[src/rtl/keypad_scanner_pkg.sv]
`default_nettype none
// ============================================================================
//  Module      : keypad_pkg
//  Description : Shared types and constants for the 4x4 keypad scanner:
//                per-scan result kinds, debounce states, matrix dimensions
//                and a row-counting helper.
//  Revision    : 1.0  initial release
// ============================================================================
package keypad_pkg;

    localparam int NUM_COLS = 4;
    localparam int NUM_ROWS = 4;

    // Outcome of one complete four-column scan.
    typedef enum logic [1:0] {
        NONE  = 2'd0,
        KEY   = 2'd1,
        MULTI = 2'd2
    } scan_result_t;

    typedef enum logic {
        RELEASED = 1'b0,
        PRESSED  = 1'b1
    } db_state_t;

    // Number of rows pulled low (rows are active-low).
    function automatic logic [2:0] count_low_rows(input logic [NUM_ROWS-1:0] rows);
        logic [2:0] cnt;
        cnt = 3'd0;
        for (int i = 0; i < NUM_ROWS; i++) begin
            if (!rows[i]) cnt = cnt + 3'd1;
        end
        return cnt;
    endfunction

endpackage
`default_nettype wire

[src/rtl/keypad_scanner_if.sv]
`default_nettype none
// ============================================================================
//  Module      : keypad_scanner_if
//  Description : Key output channel of the scanner. key_code/key_valid form a
//                valid/ready handshake with key_ready; key_held and overrun
//                are status flags.
//  Modports    : master - the scanner (drives code/valid/held/overrun)
//                slave  - the consumer (drives key_ready)
//  Revision    : 1.0  initial release
// ============================================================================
interface keypad_scanner_if;
    logic [3:0] key_code;
    logic       key_valid;
    logic       key_ready;
    logic       key_held;
    logic       overrun;

    modport master (
        output key_code,
        output key_valid,
        output key_held,
        output overrun,
        input  key_ready
    );

    modport slave (
        input  key_code,
        input  key_valid,
        input  key_held,
        input  overrun,
        output key_ready
    );
endinterface
`default_nettype wire

[src/rtl/keypad_scanner_debounce.sv]
`default_nettype none
// ============================================================================
//  Module      : keypad_debounce
//  Description : Press/release debouncer operating on whole-scan results.
//                A press is accepted after DEBOUNCE_SCANS consecutive scans
//                reporting the same single key; a release after the same
//                number of consecutive empty scans.
//  Ports       : clk, rst (async, active-low)
//                res_strobe  - one-cycle strobe, a scan result is present
//                res, res_code - scan result kind and key code
//                press_evt   - one-cycle press event (same cycle as strobe)
//                press_code  - code accompanying press_evt
//                key_held    - debounced key-down state
//  Revision    : 1.0  initial release
// ============================================================================
module keypad_debounce
    import keypad_pkg::*;
#(
    parameter int DEBOUNCE_SCANS = 4
) (
    input  logic         clk,
    input  logic         rst,
    input  logic         res_strobe,
    input  scan_result_t res,
    input  logic [3:0]   res_code,
    output logic         press_evt,
    output logic [3:0]   press_code,
    output logic         key_held
);

    localparam int CW = $clog2(DEBOUNCE_SCANS + 1);
    localparam logic [CW-1:0] CNT_TARGET = CW'(DEBOUNCE_SCANS);

    db_state_t     state, state_n;
    logic [3:0]    cand, cand_n;
    logic [CW-1:0] cnt, cnt_n;

    function automatic logic [CW-1:0] sat_inc(input logic [CW-1:0] v);
        return (v == CNT_TARGET) ? v : v + CW'(1);
    endfunction

    always_ff @(posedge clk or negedge rst) begin
        if (!rst) begin
            state <= RELEASED;
            cand  <= 4'd0;
            cnt   <= '0;
        end else begin
            state <= state_n;
            cand  <= cand_n;
            cnt   <= cnt_n;
        end
    end

    // One counter serves both directions: it counts matching presses while
    // RELEASED and empty scans while PRESSED, and is cleared on each change.
    always_comb begin
        state_n   = state;
        cand_n    = cand;
        cnt_n     = cnt;
        press_evt = 1'b0;
        if (res_strobe) begin
            case (state)
                RELEASED: begin
                    if (res == KEY) begin
                        if (res_code == cand) begin
                            cnt_n = sat_inc(cnt);
                        end else begin
                            cand_n = res_code;
                            cnt_n  = CW'(1);
                        end
                    end else begin
                        cnt_n = '0;
                    end
                    if (cnt_n == CNT_TARGET) begin
                        state_n   = PRESSED;
                        cnt_n     = '0;
                        press_evt = 1'b1;
                    end
                end
                PRESSED: begin
                    cnt_n = (res == NONE) ? sat_inc(cnt) : '0;
                    if (cnt_n == CNT_TARGET) begin
                        state_n = RELEASED;
                        cand_n  = 4'd0;
                        cnt_n   = '0;
                    end
                end
                default: begin
                    state_n = RELEASED;
                    cnt_n   = '0;
                end
            endcase
        end
    end

    assign press_code = cand_n;
    assign key_held   = (state == PRESSED);

endmodule
`default_nettype wire

[src/rtl/keypad_scanner.sv]
`default_nettype none
// ============================================================================
//  Module      : keypad_scanner
//  Description : 4x4 active-low key matrix scanner. Drives one column low at
//                a time, samples synchronised rows at the end of each column
//                dwell, classifies each full scan, debounces it and presents
//                accepted presses on a valid/ready channel.
//  Ports       : clk     - system clock
//                rst     - asynchronous active-low reset
//                row_in  - matrix rows, active-low, asynchronous
//                col_out - one-cold column drive
//                key_if  - key output channel (master side)
//  Revision    : 1.0  initial release
// ============================================================================
module keypad_scanner
    import keypad_pkg::*;
#(
    parameter int COL_DWELL      = 1000,
    parameter int DEBOUNCE_SCANS = 4
) (
    input  logic                    clk,
    input  logic                    rst,
    input  logic [NUM_ROWS-1:0]     row_in,
    output logic [NUM_COLS-1:0]     col_out,
    keypad_scanner_if.master        key_if
);

    localparam int DW = $clog2(COL_DWELL);
    localparam logic [DW-1:0] DWELL_LAST = DW'(COL_DWELL - 1);
    localparam logic [1:0]    COL_LAST   = 2'(NUM_COLS - 1);

    logic [NUM_ROWS-1:0] row_meta, row_sync;
    logic [DW-1:0]       dwell_cnt;
    logic [1:0]          col_idx;
    logic                sample, scan_end;

    logic [2:0]   low_count;
    logic         one_low, many_low;
    logic [1:0]   row_idx;

    logic [1:0]   hit_cnt, hit_tot;
    logic [3:0]   acc_code, code_tot;
    logic         acc_multi, multi_tot;
    scan_result_t result;

    logic         press_evt;
    logic [3:0]   press_code;
    logic         transfer;

    // Two-flop synchroniser; idle rows read as pulled-up.
    always_ff @(posedge clk or negedge rst) begin
        if (!rst) begin
            row_meta <= '1;
            row_sync <= '1;
        end else begin
            row_meta <= row_in;
            row_sync <= row_meta;
        end
    end

    assign sample   = (dwell_cnt == DWELL_LAST);
    assign scan_end = sample && (col_idx == COL_LAST);

    always_ff @(posedge clk or negedge rst) begin
        if (!rst) begin
            dwell_cnt <= '0;
            col_idx   <= 2'd0;
        end else begin
            dwell_cnt <= sample ? '0 : dwell_cnt + DW'(1);
            if (sample) col_idx <= col_idx + 2'd1;
        end
    end

    assign col_out = ~(4'b0001 << col_idx);

    // Classify the currently driven column.
    assign low_count = count_low_rows(row_sync);
    assign one_low   = (low_count == 3'd1);
    assign many_low  = (low_count >= 3'd2);

    always_comb begin
        row_idx = 2'd0;
        for (int r = NUM_ROWS - 1; r >= 0; r--) begin
            if (!row_sync[r]) row_idx = 2'(r);
        end
    end

    // Scan totals including the column being sampled right now, so the
    // result is available in the column-3 sample cycle itself. The hit
    // count only needs to distinguish 0, 1 and "2 or more".
    assign hit_tot   = (one_low && hit_cnt != 2'd2) ? hit_cnt + 2'd1 : hit_cnt;
    assign multi_tot = acc_multi | many_low;
    assign code_tot  = one_low ? {col_idx, row_idx} : acc_code;

    always_comb begin
        if (hit_tot == 2'd0)
            result = NONE;
        else if (hit_tot == 2'd1 && !multi_tot)
            result = KEY;
        else
            result = MULTI;
    end

    always_ff @(posedge clk or negedge rst) begin
        if (!rst) begin
            hit_cnt   <= 2'd0;
            acc_code  <= 4'd0;
            acc_multi <= 1'b0;
        end else if (sample) begin
            if (scan_end) begin
                hit_cnt   <= 2'd0;
                acc_code  <= 4'd0;
                acc_multi <= 1'b0;
            end else begin
                hit_cnt   <= hit_tot;
                acc_code  <= code_tot;
                acc_multi <= multi_tot;
            end
        end
    end

    keypad_debounce #(
        .DEBOUNCE_SCANS (DEBOUNCE_SCANS)
    ) u_debounce (
        .clk        (clk),
        .rst        (rst),
        .res_strobe (scan_end),
        .res        (result),
        .res_code   (code_tot),
        .press_evt  (press_evt),
        .press_code (press_code),
        .key_held   (key_if.key_held)
    );

    // Output holding register. A press arriving while an earlier code is
    // still unconsumed is dropped and flagged rather than overwriting it.
    assign transfer = key_if.key_valid && key_if.key_ready;

    always_ff @(posedge clk or negedge rst) begin
        if (!rst) begin
            key_if.key_code  <= 4'd0;
            key_if.key_valid <= 1'b0;
            key_if.overrun   <= 1'b0;
        end else begin
            if (press_evt && (!key_if.key_valid || key_if.key_ready)) begin
                key_if.key_code  <= press_code;
                key_if.key_valid <= 1'b1;
            end else if (transfer) begin
                key_if.key_valid <= 1'b0;
            end

            if (press_evt && key_if.key_valid && !key_if.key_ready)
                key_if.overrun <= 1'b1;
            else if (transfer)
                key_if.overrun <= 1'b0;
        end
    end

endmodule
`default_nettype wire

[src/flat_wrapper.sv]
// flat-port wrapper written by rule: the top's interface ports become plain ports
module keypad_scanner_flat import keypad_pkg::*;
#(
    parameter int COL_DWELL      = 1000,
    parameter int DEBOUNCE_SCANS = 4
)
  (clk, rst, row_in, col_out, key_if_key_code, key_if_key_valid, key_if_key_held, key_if_overrun, key_if_key_ready);
  keypad_scanner_if key_if_i ();
  input  logic clk;
  input  logic rst;
  input  logic [NUM_ROWS-1:0] row_in;
  output logic [NUM_COLS-1:0] col_out;
  output wire logic [$bits(key_if_i.key_code)-1:0] key_if_key_code;
  output wire logic [$bits(key_if_i.key_valid)-1:0] key_if_key_valid;
  output wire logic [$bits(key_if_i.key_held)-1:0] key_if_key_held;
  output wire logic [$bits(key_if_i.overrun)-1:0] key_if_overrun;
  input wire logic [$bits(key_if_i.key_ready)-1:0] key_if_key_ready;
  assign key_if_key_code = key_if_i.key_code;
  assign key_if_key_valid = key_if_i.key_valid;
  assign key_if_key_held = key_if_i.key_held;
  assign key_if_overrun = key_if_i.overrun;
  assign key_if_i.key_ready = key_if_key_ready;
  keypad_scanner #(.COL_DWELL(COL_DWELL), .DEBOUNCE_SCANS(DEBOUNCE_SCANS)) u_core (.clk(clk), .rst(rst), .row_in(row_in), .col_out(col_out), .key_if(key_if_i));
endmodule
[config.mk]
export PLATFORM = sky130hd
export DESIGN_NAME = keypad_scanner_flat
export DESIGN_NICKNAME = d
export VERILOG_FILES = /design/src/rtl/keypad_scanner_pkg.sv /design/src/rtl/keypad_scanner_if.sv /design/src/rtl/keypad_scanner_debounce.sv /design/src/rtl/keypad_scanner.sv /design/src/flat_wrapper.sv
export SDC_FILE = /design/constraint.sdc
export NUM_CORES = 1
export LEC_CHECK = 0
export ABC_AREA = 1
export BUFFER_PORTS_ARGS = -buffer_cell sky130_fd_sc_hd__buf_4
export CAP_MARGIN = 10
export CORE_ASPECT_RATIO = 0.5
export CORE_MARGIN = 4
export CORE_UTILIZATION = 50
export CTS_BUF_LIST = sky130_fd_sc_hd__clkbuf_2 sky130_fd_sc_hd__clkbuf_4 sky130_fd_sc_hd__clkbuf_8
export DETAILED_ROUTE_END_ITERATION = 10
export PLACE_DENSITY = 0.71
export SYNTH_ARGS = -nofsm -noshare
export SYNTH_HDL_FRONTEND = slang
export SYNTH_SLANG_ARGS = --single-unit
[constraint.sdc]
create_clock -name clk -period 6.12 [get_ports clk]
set_clock_uncertainty 0.05 [all_clocks]
set_input_delay 1.224 -clock clk [delete_from_list [all_inputs] [get_ports clk]]
set_output_delay 1.224 -clock clk [all_outputs]
set_load 0.1 [all_outputs]
---- After elaboration in Yosys (flattened, before gate mapping) ----
Index checks and enable logic that the tools add are counted.
cells by class
  $add $sub $neg .......................... 7
  order comparisons ....................... 1
  eq/ne operators ......................... 10
  shift-type cells ........................ 1
  mux-type cells .......................... 38
  bitwise operators ....................... 3
  reduce and logical (&&, ||, !) cells .... 15
operators with widths
  cell                     number
  $mux W3                  11
  $mux W4                  6
  $mux W2                  8
  $add A10 B1 Y10 const B  1
  $eq A10 B10 Y1 const B   1
  $mux W10                 1
  $add A3 B1 Y3 const B    3
  $eq A3 B3 Y1 const B     3
  $mux W1                  9
  $pmux W4 S2              1
  $logic_and A1 B1 Y1      7
  $pmux W3 S2              1
  $add A2 B1 Y2 const B    2
  $eq A2 B1 Y1 const B     2
  $eq A4 B4 Y1             1
  $logic_not A2 Y1         2
  $not A4 Y4               1
  $reduce_bool A2 Y1       2
  $shl A1 B2 Y4 const A    1
  $eq A3 B1 Y1 const B     1
  $ge A3 B2 Y1 const B     1
  $logic_not A1 Y1         3
  $add A1 B1 Y2 const B    1
  $eq A2 B2 Y1 const B     1
  5 further kinds          5
word-level totals
  bits in registers ....................... 41
  input port bits ......................... 7
  output and inout port bits .............. 11
  word-level logic and storage cells ...... 88

---- Longest topological paths before layout ----
Gate-level depths: netlist of run 1.
  word-level depth ........................ 25
  gate-level depth with buffers ........... 21
  depth with buffers taken out ............ 21

---- By module ----
A second synthesis of run 1 with hierarchy kept.
unflattened totals
  cells, all modules ...................... 298
  area total of the unflattened synthesis .. 2397.3 um2
modules (own cells, without submodules)
  module           times used  cells each  area an instance (um2)  sequential area each (um2)
  keypad_scanner   1           207         1790.5                  835.8
  keypad_debounce  1           91          606.8                   200.2

---- Least setup slack after synthesis of run 1 ----
Ideal clock, no wire load.
  path kind ............................... register to register
  start point ............................. reg u_core.row_sync[0]
  end point ............................... reg u_core.key_if.key_code[0]
  library setup time ...................... 122 ps
  arrival time ............................ 2461 ps
  required time ........................... 5948 ps
  path slack .............................. 3487 ps
  cell stages (with the launch flop) ...... 21
  path buffers ............................ 0
  period minus slack after synthesis ...... 2633 ps
  path through ............................ dfstp_2 -> inv_1 -> ha_1 -> inv_1 -> nand2_1 -> nand2_2 -> nand2_2 -> a21oi_4 -> nand3_4 -> nand2_2 -> nand2_2 -> nand2_1 -> nand2_2 -> nor2_4 -> nand2_2 -> nor2_4 -> nand3_4 -> nor2_8 -> nand2_4 -> nand2_1 -> nand2_1
on the way
  word-level cells in the longest chain between the ends .. 23
  elaborated cells on any way between the ends .. 39
  classes of those cells .................. add/sub: 3; order compare: 1; eq/ne: 6; mux: 22; bitwise: 1; reduce/logical: 6
ends and longest elaborated chain
  what                    RTL line                       source
  start, declared         keypad_scanner.sv:32           logic [NUM_ROWS-1:0] row_meta, row_sync;
  start signal, assigned  keypad_scanner.sv:57           row_sync <= row_meta;
  $mux W1                 keypad_scanner_pkg.sv:31       if (!rows[i]) cnt = cnt + 3'd1;
  $add A1 B1 Y2           keypad_scanner_pkg.sv:31
  $mux W3                 keypad_scanner_pkg.sv:31
  $add A3 B1 Y3           keypad_scanner_pkg.sv:31
  $mux W3                 keypad_scanner_pkg.sv:31
  $add A3 B1 Y3           keypad_scanner_pkg.sv:31
  $mux W3                 keypad_scanner_pkg.sv:31
  $eq A3 B1 Y1            keypad_scanner.sv:78           assign one_low = (low_count == 3'd1);
  [... 7 more ...]        -
  $mux W3                 keypad_scanner_debounce.sv:64  if (res == KEY) begin
  $mux W3                 keypad_scanner_debounce.sv:62  case (state)
  $mux W3                 keypad_scanner_debounce.sv:61  if (res_strobe) begin
  $eq A3 B3 Y1            keypad_scanner_debounce.sv:74  if (cnt_n == CNT_TARGET) begin
  $mux W1                 keypad_scanner_debounce.sv:74
  $mux W1                 keypad_scanner_debounce.sv:62
  $mux W1                 keypad_scanner_debounce.sv:61
  $logic_and A1 B1 Y1     keypad_scanner.sv:145          if (press_evt && (!key_if.key_valid || key_if.key_ready)) begin
  end signal, assigned    keypad_scanner.sv:146          key_if.key_code <= press_code;
  end, declared           keypad_scanner_if.sv:19        output key_code,
Parallel ways exist; a longest one is shown, timed or not. The select of a mux whose other input is x is not followed.
A chain may end at the register's enable or synchronous reset.

---- Worst setup path after layout of run 1 ----
  start point ............................. reg u_core.row_sync[0]
  end point ............................... reg u_core.key_if.key_code[3]
The elaborated chain is that of the path after synthesis.

==> metrics.md, run 1 <==
| Metric | Value |
|---|---|
| Ant diodes | 0 |
| Syn Area/Cell | 8.402 µm² |
| Hold-fix buffers, CTS | 0 |
| CP Capture Type | flip-flop |
| Synth async-reset ratio | 100.0% |
| CTS H-tree depth | 2 |
| RSZ-0062 raised after global routing | false |
| Delay-heaviest family, CP | simple AND/OR/NAND/NOR gates |
| Total wire length | 4413 µm |
| Area leader, netlist | dfrtp_1 |
| Register area share after synthesis | between 40% and 50% |
| DRT Pass-1 Iters | 6 |
| DRT antenna net count | 0 |
| Worst Path Arrival | 3.16 ns |
| Post-Route Setup TNS | 0 ns |
| Clock latency at the later pin of the worst-skew pair | around 0.3 ns |
| Initial core utilization | 52.86% |
| Core ar. | 4467 µm² |
| Min-Delay Endpoint | u_core.row_sync[2]$_DFF_PN1_ |
| Dpl hpwl | about 3300 µm |
| # fillers | slightly above 400 |
| Number of flops mapped to enable cells by yosys | 0 |
| HP Class | reg -> reg |
| Mapped Area | approximately 2400 µm² |
| Top Ports | 18 |
| Final-report setup violation count | 0 |
| Global-route wire length before repair | 7790 µm |
| Final hold vios | 0 |
| Layout cells sized above 1 | 20.46% |
| Wirelength per Cell | 12.26 µm |
| CTS tree | done |
| Vias/cell | 5.131 |
| Critical Path Max Stage Delay | 0.56 ns |
| CP Class | reg -> reg |
| Post-Synthesis Cells | 281 |
| Pwr/cell area | 217.0 nW/µm² |
| Final Net Count | 321 |
| Minimum clock period | 3.020 ns |
| Largest net degree at the start of global routing | 42 |
| Port bufs | 17 |
| Synth cell types | 34 |
| Initial antenna violation count | 0 |
| Chip Width | 105.2 µm |
| # Max-Cap Violations | 0 |
| Synth top cells by count | 64 x nand2_1, 42 x inv_1, 33 x dfrtp_1, 17 x nand3_1, 17 x nor2_1 |
| Gr usage total | 16.35% |
| Setup Buffers After CTS | 0 |
| R2r worst-path depth | 16 |
| P_leak | 1.340 nW |
| 1st-iter DRT viols | ~100 |
| Via count | 1847 |
| Data required time of the worst path | roughly 6.3 ns |
| Relative slew slack | between 60% and 70% |
| Die Y | ~57 µm |
| Reg clk slew, reported paths | 0.08 ns |
| Synth Warn # | 0 |
| Most frequent cell after synthesis | nand2_1 |
| Period utilisation layout | 49.35% |
| Yosys top cell area share | 34.98% |
| Reg2reg start | u_core.row_sync[0]$_DFF_PN1_ |
| Mapped Nets | 300 |
| Vias in the first global route | between 1.5k and 2k |
| VDD IR-drop max | about 0.000098 V |
| Routability cong. | 0.8333 |
| Hold Startpoint | u_core.row_meta[2]$_DFF_PN1_ |
| CTS resizes | 0 |
| Synth area leaders | dfrtp_1 35%, nand2_1 10%, dfstp_2 8.9% |
| GRT overflow | 0 |
| DR DRC count | 0 |
| TritonCTS Buffers | 5 |
| CTS Sinks | 41 |
| Outcome | completed |
| Crit start category | flip-flop |
| Highest Clock Rate | 331.1 MHz |
| Clk root buf | clkbuf_8 |
| Ys flop type | dfrtp_1 |
| Placement Rows | 17 |
| CP most frequent cell | nand2_1 |
| Worst reg2reg endpoint | u_core.key_if.key_code[3]$_DFFE_PN0P_ |
| Buf/Inv on CP | 2 |
| Critical Path, Cell by Cell | inv_1, ha_1, xnor2_1, nand2_1, nand2_1, nand4_2, nand2_1, nand3_1, nor2_4, inv_2, nor2_4, nand3_4, nor2_8, nand2_4, nand2_1, nand2_1 |
| FF+latch count, synth | 41 |
| Worst-case clock buffer depth | 2 |
| Die ar. | ~6000 µm² |
| R2r setup slk | roughly 3.1 ns |
| Measured slew at the worst slew-check pin | 0.5035 ns |
| P&R area growth vs syn | 12.40% |
| Final Util | 59.41% |
| CP Max Fanout | 13 |
| Slew Limit Fails | 0 |
| Critical path's slowest cell | dfstp_2 |
| Hold depth | 0 |
[report_power, final]
group	total (mW)	internal, mW	leakage (nW)	switching, mW
sequential	0.279	0.276	0.530	0.00249
clock	0.228	0.137	0.0619	0.0903
combinational	0.0694	0.0206	0.749	0.0488
[stage by stage]
step | setup slack (ns) | cells | power, mW | cell area [µm²] | hold WS [ns]
finish | 3.100 | 360 | 0.5757 | 2654 | 0.3064
global route | 2.886 | 360 | 0.6051 | 2654 | 0.3108
CTS | 3.100 | 360 | 0.5828 | 2654 | 0.3072
detailed placement | 3.152 | 352 | 0.3531 | 2534 | 0.2968
global placement | 3.282 | 352 | 0.3515 | 2534 | 0.2959
floorplan | 3.487 | 281 | 0.3372 | 2361 | 0.2952
[kinds of logic after synthesis]
logic type | Yosys count | synth area share, %
adder cells (fa/ha/maj) | 12 | 6.359
flip-flops | 41 | 43.88
buffers and inverters | 50 | 8.691
AND/OR/NAND/NOR | 133 | 29.36
XOR/XNOR | 5 | 1.855
AO/OA/AOI/OAI | 40 | 9.857
[routing by layer]
layer | part of all wire [%] | vias up | wire, µm | track usage, %
met2 | 44 | 34 | 1939 | 24.82
met1 | 50 | 850 | 2228 | 23.00
met4 | 2.4 | 0 | 104 | 5.607
li1 | - | 947 | - | -
met5 | 0 | - | 0 | 0
met3 | 3.2 | 16 | 140 | 3.789
[flip-flops by register name, summed over array words and instances (netlist names)]
signal	count
u_core.row_meta	4
u_core.u_debounce.key_held	1
u_core.acc_code	4
u_core.u_debounce.cnt	3
u_core.key_if.key_valid	1
u_core.hit_cnt	2
u_core.u_debounce.cand	4
u_core.dwell_cnt	10
u_core.key_if.overrun	1
u_core.col_idx	2
u_core.row_sync	4
u_core.acc_multi	1
u_core.key_if.key_code	4
[final cells by class]
type                       instances  area (µm²)  share of cell area (%)
multi-input combinational        190        1120                   42.20
tap                               57       71.32                   2.687
inverter                          47       178.9                   6.742
clock inverter                     1       30.03                   1.132
clock buffer                       7       90.09                   3.395
timing repair buffer              17       127.6                   4.809
sequential                        41        1036                   39.04
[layout by cell type (no fill, tap or decap), types with 2 or more instances in the layout]
cell,synthesis,final
nand3_4,2,2
a21oi_1,14,14
nand2_1,64,64
nand2_2,8,8
nand4_1,7,7
nand3_1,17,17
nor2_4,5,5
nand3_2,3,3
nor2_1,17,17
a31oi_1,3,3
ha_1,12,12
dfstp_2,8,8
o22ai_1,7,7
xor2_1,4,4
o21ai_0,11,11
inv_2,3,3
buf_4,0,17
clkbuf_8,0,6
inv_1,42,42
nand2_4,2,2
nor3_1,4,4
dfrtp_1,33,33
[worst register-to-register path: stages (launching register included)]
cell	delay, ns
dfstp_2	0.56
inv_1	0.07
ha_1	0.34
xnor2_1	0.22
nand2_1	0.07
nand2_1	0.23
nand4_2	0.19
nand2_1	0.13
nand3_1	0.13
nor2_4	0.27
inv_2	0.08
nor2_4	0.15
nand3_4	0.11
nor2_8	0.13
nand2_4	0.07
nand2_1	0.07
nand2_1	0.05
[worst max path at each step]
stage	startpoint	endpoint	cells after the start
2_1_floorplan	u_core.row_sync[0]$_DFF_PN1_	u_core.key_if.key_code[0]$_DFFE_PN0P_	20
3_3_place_gp	u_core.row_sync[0]$_DFF_PN1_	u_core.key_if.key_code[3]$_DFFE_PN0P_	16
3_5_place_dp	u_core.row_sync[0]$_DFF_PN1_	u_core.key_if.key_code[3]$_DFFE_PN0P_	18
4_1_cts	u_core.row_sync[0]$_DFF_PN1_	u_core.key_if.key_code[3]$_DFFE_PN0P_	18
5_1_grt	u_core.row_sync[0]$_DFF_PN1_	u_core.key_if.key_code[3]$_DFFE_PN0P_	18
6_report	u_core.row_sync[0]$_DFF_PN1_	u_core.key_if.key_code[3]$_DFFE_PN0P_	16
(Power assumes the default switching activity.)
==> run 2: changes to the inputs <==
==> constraint.sdc (replaced) <==
create_clock -name clk -period 2.8 [get_ports clk]
set_clock_uncertainty 0.05 [all_clocks]
set_input_delay 0.56 -clock clk [delete_from_list [all_inputs] [get_ports clk]]
set_output_delay 0.56 -clock clk [all_outputs]
set_load 0.1 [all_outputs]
==> metrics.md, run 2 (synthesis results as in run 1) <==
| Metric | Value |
|---|---|
| Wl on met1 | 2273 µm |
| Port bufs | 17 |
| Max FFs per register | 10 |
| Critical path's slowest cell | dfstp_2 |
| Initial core utilization | approximately 53% |
| Initial antenna violation count | 0 |
| Total power | between 1 and 1.5 mW |
| Final-report setup violation count | 1 |
| TritonCTS Buffers | 5 |
| Vias in the first global route | 1952 |
| CTS H-tree depth | 2 |
| P_leak | ~1.4 nW |
| Most common cell after layout, fill and taps aside | nand2_1 |
| Reg clk slew, reported paths | approximately 0.080 ns |
| DR WL met3 | 230 µm |
| Hold_ws | 0.1790 ns |
| GRT overflow | 0 |
| Routability cong. | 0.8333 |
| Wirelength per Cell | 12.84 µm |
| Top reg by flops | u_core.dwell_cnt |
| Worst Path Arrival | 2.94 ns |
| VDD IR-drop max | 0.0002211 V |
| Fin cells | about 370 |
| Via count | 1952 |
| Setup ws final | -0.01002 ns |
| RSZ-0062 raised after global routing | true |
| Measured slew at the worst slew-check pin | between 0.5 and 0.6 ns |
| Dpl cells | 358 |
| Setup crit start | u_core.row_sync[0]$_DFF_PN1_ |
| Clk root buf | clkbuf_8 |
| Switching Share | between 20% and 30% |
| R2r setup slk | -0.01 ns |
| Worst-case clock buffer depth | 2 |
| P_int | 0.9738 mW |
| Ant diodes | 0 |
| Chip Width | roughly 110 µm |
| Total wire length | 4801 µm |
| Final Net Count | 335 |
| Clock power frac | 38.5% |
| Pwr/cell area | around 460 nW/µm² |
| Reg2reg start | u_core.row_sync[0]$_DFF_PN1_ |
| Dpl hpwl | around 3600 µm |
| Die ar. | 5952 µm² |
| Met2 wire length | between 2000 and 2500 µm |
| Vias/cell | 5.219 |
| Combinational power share | 14.9% |
| HP Class | in -> async |
| CP Class | reg -> reg |
| Die Y | 56.59 µm |
| Post-Route Setup TNS | -0.01002 ns |
| CTS tree | done |
| P&R area growth vs syn | 19.45% |
| R2r worst-path depth | 18 |
| CP most frequent cell | nand2_1 |
| CP Max Fanout | 8 |
| Period utilisation layout | 100.4% |
| 1st-iter DRT viols | just under 80 |
| Highest Clock Rate | around 360 MHz |
| Final hold vios | 0 |
| Gr usage total | 17.34% |
| DR DRC count | 0 |
| Layout cells sized above 1 | ~28% |
| Largest net degree at the start of global routing | 42 |
| Seq pwr share | 46.6% |
| Failing checks | negative setup slack |
| Minimum clock period | 2.810 ns |
| Sw power | 0.3312 mW |
| CTS Sinks | 41 |
| Global-route wire length before repair | 8487 µm |
| Top Metal Used | met4 |
| Most frequent cells in the layout | 57 x nand2_1, 39 x inv_1, 33 x dfrtp_1 |
| Slew Limit Fails | 0 |
| Critical Path Max Stage Delay | between 0.5 and 0.6 ns |
| Critical Path, Cell by Cell | inv_2, ha_4, nand2_2, nand2_2, nand2_4, a21oi_4, nand3_4, nand2_1, nand3_1, nand2_1, nor2_4, buf_4, nand4_1, nand2_4, nor2_8, nand2_4, nand2_1, nand2_1 |
| # Max-Cap Violations | 0 |
| Worst reg2reg endpoint | u_core.key_if.key_code[3]$_DFFE_PN0P_ |
| Relative slew slack | between 60% and 70% |
| Placement Rows | 17 |
| DRT antenna net count | 0 |
| Crit start category | flip-flop |
| Clock latency at the later pin of the worst-skew pair | between 0.2 and 0.3 ns |
| DRT Pass-1 Iters | 4 |
| Core ar. | 4467 µm² |
| Hold-fix buffers, CTS | 0 |
| Data required time of the worst path | approximately 2.9 ns |
| Outcome | finished with violations |
| Top Ports | 18 |
| CP Capture Type | flip-flop |
[run 2: area by class of cell]
type                    instances  area [µm²]
clock buffers                   7       90.09
clock inverters                 1       30.03
fillers                       382        1647
inverters                      47       178.9
multi-input cells             190        1181
flip-flops and latches         41        1036
well taps                      57       71.32
repair buffers                 31       232.7
[run 2: metal layers]
| layer | GRT usage, % | up-vias |
|---|---|---|
| li1 | - | 977 |
| met1 | 22.61 | 940 |
| met2 | 29.80 | 33 |
| met3 | 4.363 | 2 |
| met4 | 2.804 | 0 |
| met5 | 0 | - |
[run 2: how the worst max path moves through the flow]
stage / endpoint / slack (ns) / cells past startpoint
3_5_place_dp: u_core.key_if.key_code[0]$_DFFE_PN0P_ / -0.06 / 20
5_1_grt: u_core.key_if.key_code[3]$_DFFE_PN0P_ / -0.19 / 18
3_3_place_gp: u_core.key_if.key_code[0]$_DFFE_PN0P_ / 0.01 / 18
4_1_cts: u_core.key_if.key_code[0]$_DFFE_PN0P_ / -0.002 / 19
6_report: u_core.key_if.key_code[3]$_DFFE_PN0P_ / -0.01 / 18
2_1_floorplan: u_core.key_if.key_code[0]$_DFFE_PN0P_ / 0.17 / 20
[run 2: critical path, delay by kind of cell (launching register included)]
family                     cells  cell delay (ns)
AOI/OAI and AO/OA              1             0.28
and+or+nand+nor               14             1.34
DFF                            1             0.55
adders and majority gates      1             0.28
buffers and inverters          2             0.19
[run 2: what timing repair did]
action                                  4_1_cts  5_1_grt
resized for setup                             7       10
pin swaps                                    12        7
buffers inserted                              6        2
endpoints found under the setup margin        4       12
[run 2: power groups by stage]
| stage | logic (mW) | registers [mW] | clock network (mW) |
|---|---|---|---|
| 2_1_floorplan | 0.111 | 0.626 | 0 |
| 3_3_place_gp | 0.156 | 0.619 | 0 |
| 3_5_place_dp | 0.161 | 0.619 | 0 |
| 4_1_cts | 0.185 | 0.608 | 0.507 |
| 5_1_grt | 0.214 | 0.610 | 0.539 |
| 6_report | 0.194 | 0.609 | 0.503 |
[run 2: through the flow]
step	setup WS, ns	utilization [%]	instance area [µm²]
finish	-0.01002	63.14	2820
floorplan	0.1665	-	2361
CTS	-0.002379	62.13	2775
global placement	0.01015	57.73	2579
global route	-0.1936	63.14	2820
detailed placement	-0.06474	57.73	2579
